===== config.mk =====
export PLATFORM = sky130hd
export DESIGN_NAME = data_stack
export DESIGN_NICKNAME = d
export VERILOG_FILES = /design/src/rtl/cpu_pkg.sv /design/src/rtl/stack_mem.sv /design/src/rtl/data_stack.sv
export SDC_FILE = /design/constraint.sdc
export NUM_CORES = 1
export LEC_CHECK = 0
export ABC_CLOCK_PERIOD_IN_PS = 9100
export CORE_UTILIZATION = 40
export CTS_BUF_LIST = sky130_fd_sc_hd__clkbuf_16
export DETAILED_ROUTE_END_ITERATION = 8
export GPL_ROUTABILITY_DRIVEN = 0
export PLACE_DENSITY = 0.56
export REMOVE_ABC_BUFFERS = 1
export SLEW_MARGIN = 10
export SYNTH_ARGS = -nofsm -noshare
export SYNTH_HDL_FRONTEND = slang
export SYNTH_HIERARCHICAL = 1
export SYNTH_SLANG_ARGS = --single-unit
export TNS_END_PERCENT = 10

===== constraint.sdc =====
create_clock -name clk -period 9.1 [get_ports clk]
set_input_delay 1.82 -clock clk [delete_from_list [all_inputs] [get_ports clk]]
set_output_delay 1.82 -clock clk [all_outputs]
set_load 0.01 [all_outputs]

===== src/rtl/cpu_pkg.sv =====
// Shared CPU definitions: word width, operand stack depth and pop encoding.
package cpu_pkg;

    localparam int WORD_W      = 16;
    localparam int STACK_DEPTH = 16;

    typedef enum logic [1:0] {
        POP_NONE = 2'd0,
        POP_ONE  = 2'd1,
        POP_TWO  = 2'd2
    } pop_t;

    localparam logic [1:0] POP_ILLEGAL = 2'd3;

endpackage


===== src/rtl/stack_mem.sv =====
// Operand stack storage: one synchronous write port, two combinational reads.
module stack_mem #(
    parameter int WIDTH = 16,
    parameter int DEPTH = 16,
    localparam int AW   = $clog2(DEPTH)
) (
    input  logic             clk,
    input  logic             we,
    input  logic [AW-1:0]    waddr,
    input  logic [WIDTH-1:0] wdata,
    input  logic [AW-1:0]    raddr0,
    input  logic [AW-1:0]    raddr1,
    output logic [WIDTH-1:0] rdata0,
    output logic [WIDTH-1:0] rdata1
);

    logic [WIDTH-1:0] mem_q [DEPTH];

    // Contents are qualified by the count, so no reset is needed.
    always_ff @(posedge clk) begin
        if (we) begin
            mem_q[waddr] <= wdata;
        end
    end

    assign rdata0 = mem_q[raddr0];
    assign rdata1 = mem_q[raddr1];

endmodule


===== src/rtl/data_stack.sv =====
// Operand stack feeding the ALU; single-cycle pop/push with sticky error.
// Optional high-water mark output enabled by DATA_STACK_MAX_COUNT_EN.
module data_stack
    import cpu_pkg::*;
#(
    parameter int WIDTH = WORD_W,
    parameter int DEPTH = STACK_DEPTH,
    localparam int CW   = $clog2(DEPTH + 1)
) (
    input  logic             clk,
    input  logic             rst_n,
    input  logic             flush,
    input  logic [1:0]       pop,
    input  logic             push,
    input  logic [WIDTH-1:0] push_data,
    output logic [WIDTH-1:0] stk0,
    output logic [WIDTH-1:0] stk1,
    output logic [CW-1:0]    count,
    output logic             empty,
    output logic             full,
    output logic             err,
    output logic [CW-1:0]    max_count
);

    localparam int AW = $clog2(DEPTH);

    logic [CW-1:0]    count_q, count_d;
    logic             err_q, err_d;
    logic [CW:0]      sum_w;
    logic             illegal, under, over, accept, we;
    logic [AW-1:0]    waddr, raddr0, raddr1;
    logic [WIDTH-1:0] rdata0, rdata1;

    // One extra bit keeps count - pop + push from wrapping.
    assign sum_w   = {1'b0, count_q} - (CW + 1)'(pop) + (CW + 1)'(push);
    assign illegal = (pop == POP_ILLEGAL);
    assign under   = (CW'(pop) > count_q);
    assign over    = (sum_w > (CW + 1)'(DEPTH));
    assign waddr   = count_q[AW-1:0] - AW'(pop);
    assign raddr0  = count_q[AW-1:0] - AW'(1);
    assign raddr1  = count_q[AW-1:0] - AW'(2);

    always_comb begin
        count_d = count_q;
        err_d   = err_q;
        accept  = 1'b0;
        we      = 1'b0;
        if (flush) begin
            count_d = '0;
            err_d   = 1'b0;
        end else if (illegal || under || over) begin
            err_d = 1'b1;
        end else begin
            accept  = 1'b1;
            count_d = sum_w[CW-1:0];
            we      = push;
        end
    end

    always_ff @(posedge clk or negedge rst_n) begin
        if (!rst_n) begin
            count_q <= '0;
            err_q   <= 1'b0;
        end else begin
            count_q <= count_d;
            err_q   <= err_d;
        end
    end

    stack_mem #(
        .WIDTH (WIDTH),
        .DEPTH (DEPTH)
    ) u_mem (
        .clk    (clk),
        .we     (we),
        .waddr  (waddr),
        .wdata  (push_data),
        .raddr0 (raddr0),
        .raddr1 (raddr1),
        .rdata0 (rdata0),
        .rdata1 (rdata1)
    );

`ifdef DATA_STACK_MAX_COUNT_EN
    logic [CW-1:0] max_q, max_d;

    always_comb begin
        max_d = max_q;
        if (flush) begin
            max_d = '0;
        end else if (accept && (count_d > max_q)) begin
            max_d = count_d;
        end
    end

    always_ff @(posedge clk or negedge rst_n) begin
        if (!rst_n) begin
            max_q <= '0;
        end else begin
            max_q <= max_d;
        end
    end

    assign max_count = max_q;
`else
    assign max_count = '0;
`endif

    assign count = count_q;
    assign err   = err_q;
    assign empty = (count_q == '0);
    assign full  = (count_q == CW'(DEPTH));
    assign stk0  = (count_q != '0) ? rdata0 : '0;
    assign stk1  = (count_q >= CW'(2)) ? rdata1 : '0;

endmodule


**Word-level counts from Yosys, hierarchy flattened**

Memory sizes are Yosys's and may differ from the RTL's.
Cells that the tools add are included.

- Memories kept: 1
- Word-level logic and storage cells: 29
- RAM bits: 256
- Input port bits: 22
- Bits in registers: 6

- Eq/ne operators: 3
- $add $sub $neg: 5
- Order comparisons: 3
- Muxes and demuxes: 10
- Reduce and logical (&&, ||, !) cells: 5

Memory list:

| name | depth | width | read ports | clocked after memory_dff | wr ports | RTL line | text |
|---|---|---|---|---|---|---|---|
| u_mem.mem_q | 16 | 16 | 2 | 0 | 1 | stack_mem.sv:17 | `logic [WIDTH-1:0] mem_q [DEPTH];` |

Operators with widths:

| operator | count |
|---|---|
| 16-bit two-way mux | 2 |
| 5-bit two-way mux | 2 |
| 6-bit by 1-bit adder with 6-bit output | 1 |
| 6-bit by 5-bit > comparator with 1-bit output (second input constant) | 1 |
| 1-bit two-way mux | 6 |
| 5-bit by 2-bit subtractor with 6-bit output | 1 |
| 5-bit equality test (second input constant) | 1 |
| 5-bit by 2-bit >= comparator with 1-bit output (second input constant) | 1 |
| 2-bit by 5-bit > comparator with 1-bit output | 1 |
| 5-bit logical NOT | 1 |
| 5-bit nonzero test | 1 |
| 4-bit by 1-bit subtractor with 4-bit output (second input constant) | 1 |
| 4-bit by 2-bit subtractor with 4-bit output | 1 |
| 4-bit by 2-bit subtractor with 4-bit output (second input constant) | 1 |
| 2-bit equality test (second input constant) | 1 |
| 1-bit logical OR | 2 |
| 2-bit != test (second input constant) | 1 |
| 2-bit nonzero test | 1 |

**Depth between registers and ports, before layout**

- Depth after elaboration: 8
- Gate-level depth with buffers: 13
- Mapped depth without buffers: 12

**Hierarchy**

Netlist, hierarchy kept.

By module, submodules not included:

| module | area an instance (sq um) | cells each | sequential area each (sq um) | instances |
|---|---|---|---|---|
| stack_mem | 11,728.7 | 553 | 7,687.4 | 1 |
| data_stack | 1,136.1 | 141 | 150.1 | 1 |

**Least setup slack after synthesis**

No wires, ideal clock.

- Path type: input to register
- Start point: input pop[0]
- End point: memory u_mem.mem_q[0][0], enable pin
- Arrival time: 5.503 ns
- Setup time: 0.409 ns
- Slack: 3.187 ns
- Stages on the path: 13
- Required time: 8.691 ns
- Cell sequence: inv_1 > ha_1 > inv_1 > ha_1 > fa_1 > xnor2_1 > or3_1 > nor3_1 > o211a_1 > buf_6 > and3b_1 > or3b_2 > nor3_1

- Elaborated cells between the ends (all ways): 12
- Classes of those cells: 3 x add/sub; 2 x order compare; 1 x eq/ne; 4 x mux; 2 x reduce/logical

RTL lines:

| element | RTL line | text |
|---|---|---|
| start: declaration | data_stack.sv:13 | `input logic [1:0] pop,` |
| 4-bit by 2-bit subtractor with 4-bit output | data_stack.sv:39 | `assign waddr = count_q[AW-1:0] - AW'(pop);` |
| net waddr[0] | data_stack.sv:31 | `logic [AW-1:0] waddr, raddr0, raddr1;` |
| end: declaration | stack_mem.sv:17 |  |

The timed path passes the listed nets, and every way through them passes these cells.

**Worst setup path after layout**

- Start point: register count_q[0], in the netlist count[0]
- End point: output stk0[15]

- Cells in the longest elaborated chain, start to end: 3
- Elaborated cells between the ends (all ways): 4
- Classes of those cells: 1 x add/sub; 1 x mux; 1 x reduce/logical; 1 x memory

RTL lines:

| element | RTL line | text |
|---|---|---|
| start: declaration | data_stack.sv:27 | `logic [CW-1:0] count_q, count_d;` |
| start signal: assignment | data_stack.sv:65 | `count_q <= count_d;` |
| 4-bit by 1-bit subtractor with 4-bit output | data_stack.sv:40 | `assign raddr0 = count_q[AW-1:0] - AW'(1);` |
| net raddr0[0] | data_stack.sv:31 |  |
| memory read 16 x 16 bit | -- |  |
| net rdata0[15] | data_stack.sv:32 | `logic [WIDTH-1:0] rdata0, rdata1;` |
| 16-bit two-way mux | data_stack.sv:113 | `assign stk0 = (count_q != '0) ? rdata0 : '0;` |
| end: declaration | data_stack.sv:16 | `output logic [WIDTH-1:0] stk0,` |

The timed path passes the listed nets, and every way through them passes these cells.

==> results summary <==
The width of the chip came out at between 150 and 200 um. The number of antenna violations at the first check in global routing is 0. The busiest layer in global routing is met2. The routed design has between 30,000 and 40,000 um of wire.

The part of the Yosys area used for sequential elements came out at 0.609. The combined buffer and inverter count along the critical path is 4. For this design the top-level I/O count stands at 67. The element type at the critical path end is an output port. In the final layout, flip-flops and latches occupy roughly 7800 um2. The worst slack on hold paths is about 530 ps. The register-to-register setup slack is around 3400 ps. The hold-fix buffer count after cts is 0. The routed design could run at a clock period as short as 6950 ps. The number of flops mapped to enable cells by yosys is 256. The category of the most critical setup path is reg -> out. The met1 routing resource usage after global routing came out at 0.275.

Max-cap violations in this run came to 0. The total core area came out at about 32,000 um2. In the synthesized netlist, the number of instances is 694.

The die area came out at 32,900 um2. The count of final max-slew check failures was 0. In the synthesized netlist, the cells that appear most often are sky130_fd_sc_hd__edfxtp_1 (256), sky130_fd_sc_hd__mux4_2 (102), sky130_fd_sc_hd__a22oi_1 (64).

The hold violation total from the final report was 0. The initial core utilization came out at 0.407. The CTS tree is yes. The global-route wire length before repair came out at slightly below 50,000 um.

The top achievable clock speed is 0.144 GHz. VDD sags by at most 0.256 mV. The net count of the finished layout is ~800. On the critical path the largest part of the delay comes from buffers and inverters. The detail-routed net length per standard cell came out at 27.8 um.

The relative max-transition margin came out at 0.168. The clock arrives with ~19 ps of skew. The total grt overflow came out at 0. Once detail routing completed, the nets flagged for antenna violations numbered 0. The all-layer global routing usage is 0.202.

The placed wire-length estimate after detailed placement is 20,800 um. In this run, post-CTS repair resized a total of 0 instances. The average instance in the mapped netlist occupies 18.5 um2. sky130_fd_sc_hd__edfxtp_1 takes more of the synthesized area than any other cell.

STA classifies the critical path startpoint as a register. The number of synthesized register bits is roughly 260. The critical path starts at count[0]$_DFFE_PN0P_. The signal on the critical path passes through inv_4, ha_1, inv_2, buf_4, mux4_2, a22oi_1, nand2_1, and2_1, clkdlybuf4s50_1. The startpoint of the worst hold path is err$_DFFE_PN0P_. The via count is 7,207. Measured along the y axis, the die boundary spans 181 um.

The number of violations reported at the end of detailed-routing iteration 0 came out at 576. The path class of the tightest hold or removal check is reg -> reg. The met3 layer usage reported by global route is 0.0304.

The total number of yosys warnings came out at 6. The fill cell total of the finished layout came out at 2,639. The via density per instance is a little over 6. Summed over all failing endpoints, the final setup total negative slack is 0 ps. The total iterations of the first detailed-routing run is 5.

The share of Yosys cell area claimed by the top area cell type came out at 0.598. The maximum level of the CTS H-tree came out at 1. In this run the core area contains 65 standard-cell rows. The via count of the first global-routing pass is 7,733. In the synthesized netlist the async set-or-reset flop fraction comes to 0.0229. The post-synthesis instance area is 12,900 um2. The analysis attributes to cell leakage a power of 4.99 nW. The clock transition at the registers of the reported paths came out at 60 ps. The share of final-layout standard cells stronger than drive strength 1 came out at 0.253.

The total power came out at 5.46 mW. The area growth from synthesis to layout is 15.7%. STA puts the critical path data required time at 7280 ps.

The run finished with clean final reports. The met2 global-route usage came out at 0.342. The buffers inserted during post-CTS setup optimization is 0.

The buffer levels on the longest clock path is 3. The pin count of the biggest net entering global routing came out at 41. On the worst path, the slowest cell contributes a delay of 930 ps.

Among all flip-flop cells after synthesis, the most frequent one is sky130_fd_sc_hd__edfxtp_1. The clock buffer count from CTS is 30. At the pin with the least slew margin, the transition time is around 1200 ps.

The largest driver fanout on the critical path came out at 39. Setup repair after global routing left no endpoint under its margin. By instance count, the leading cell after synthesis is sky130_fd_sc_hd__edfxtp_1.

The share of the clock period used by the worst path after layout is 0.764. The reg-to-reg startpoint is count[1]$_DFFE_PN0P_. Buffers placed on the I/O ports in this run total 61. In the final layout, the multi-input gates occupy 4670 um2.

The clock latency at the later pin of the worst-skew pair came out at around 540 ps. The final count of negative-setup-slack endpoints came out at 0. Power spread over the standard cell area amounts to between 300 and 400 nW/um2. The number of distinct library cells after synthesis is 49. Ranked by total cell area, the synthesized netlist is headed by sky130_fd_sc_hd__edfxtp_1 (60%), sky130_fd_sc_hd__mux4_2 (18%), sky130_fd_sc_hd__mux4_1 (4.9%). STA puts the critical path data arrival time at 5130 ps. Counting every sink on the clock net gives 262. On the critical path, the stage with the largest delay is an instance of sky130_fd_sc_hd__dfrtp_4. The number of DRC violations after detailed routing came out at 0. The cell sitting at the root of the clock tree is a sky130_fd_sc_hd__clkbuf_16.
[worst paths after layout]
path,endpoint,depth (start not counted)
worst max-delay path,stk0[15],9
worst min-delay path,err$_DFFE_PN0P_,2
worst max register to register,u_mem/mem_q[14][13]$_DFFE_PP_,10
worst min register to register,err$_DFFE_PN0P_,2
max in group asynchronous,count[0]$_DFFE_PN0P_,1
min in group asynchronous,count[3]$_DFFE_PN0P_,1
[registers in the layout, summed over array words and instances (netlist names)]
name         flops
err              1
count            5
u_mem/mem_q    256
[layer usage]
layer  share of wire  vias to the layer above
met4           0.020                        0
met3           0.068                       50
met5               0                        -
met1            0.41                     3844
li1                -                     3022
met2            0.50                      291
[kinds of logic after synthesis]
kind of cell               share of synthesized area
DFF                                            0.609
muxes                                          0.237
and+or+nand+nor                               0.0530
AOI/OAI and AO/OA                             0.0430
buffers and inverters                         0.0338
adders and majority gates                     0.0196
xor gates and xnor gates                     0.00409
other                                       0.000291
[cell type report]
type                       instances  area share
multi-input combinational        368       0.314
tap                              402      0.0338
sequential                       262       0.527
inverter                          16     0.00420
timing repair buffer              76      0.0486
clock buffer                      31      0.0521
antenna                            1    0.000168
clock inverter                    25      0.0208
[cells in the final DEF (no fill, tap or decap), types with 3 or more instances in the layout]
master                            count
sky130_fd_sc_hd__clkdlybuf4s50_1     61
sky130_fd_sc_hd__xor2_1               3
sky130_fd_sc_hd__buf_4               15
sky130_fd_sc_hd__mux2i_1              4
sky130_fd_sc_hd__bufinv_16            7
sky130_fd_sc_hd__nor2b_2              4
sky130_fd_sc_hd__dfrtp_1              5
sky130_fd_sc_hd__inv_1               16
sky130_fd_sc_hd__nor2_2              12
sky130_fd_sc_hd__conb_1               5
sky130_fd_sc_hd__clkinv_2             6
sky130_fd_sc_hd__xnor2_1              3
sky130_fd_sc_hd__clkinv_1             4
sky130_fd_sc_hd__and2_1              18
sky130_fd_sc_hd__nand2_1             39
sky130_fd_sc_hd__nor2_1               5
sky130_fd_sc_hd__inv_6                3
sky130_fd_sc_hd__nor2b_1             21
sky130_fd_sc_hd__nor3_2               4
sky130_fd_sc_hd__mux4_1              24
sky130_fd_sc_hd__a22oi_1             64
sky130_fd_sc_hd__ha_1                17
sky130_fd_sc_hd__nand2b_1             9
sky130_fd_sc_hd__edfxtp_1           256
sky130_fd_sc_hd__and3_1               3
sky130_fd_sc_hd__mux4_2             102
sky130_fd_sc_hd__clkbuf_16           31
[where the power goes]
group	switching, mW	internal (mW)	leakage [nW]	total (mW)
combinational	1.57	1.19	2.07	2.76
clock	0.471	0.817	0.545	1.29
sequential	0.0600	1.35	2.38	1.41
[worst register-to-register path, cell delays in order (launching register included)]
cell and delay [ps]:
sky130_fd_sc_hd__dfrtp_1 490, sky130_fd_sc_hd__inv_2 750, sky130_fd_sc_hd__buf_4 570, sky130_fd_sc_hd__fa_1 550, sky130_fd_sc_hd__or3b_1 430, sky130_fd_sc_hd__a311o_1 380, sky130_fd_sc_hd__mux2i_1 190, sky130_fd_sc_hd__o211a_1 350
sky130_fd_sc_hd__and3b_1 280, sky130_fd_sc_hd__nand3_1 290, sky130_fd_sc_hd__nor2_2 1020
[stage by stage]
stage | utilization | std cells | setup WS [ps] | instance area, um2
floorplan | - | 646 | -723 | 12500
global placement | 0.436 | 1124 | 2630 | 13800
detailed placement | 0.436 | 1124 | 2570 | 13800
CTS | 0.471 | 1180 | 2070 | 14900
global route | 0.471 | 1180 | 1840 | 14900
finish | 0.471 | 1181 | 2150 | 14900
Power figures use the tool's default switching activity.
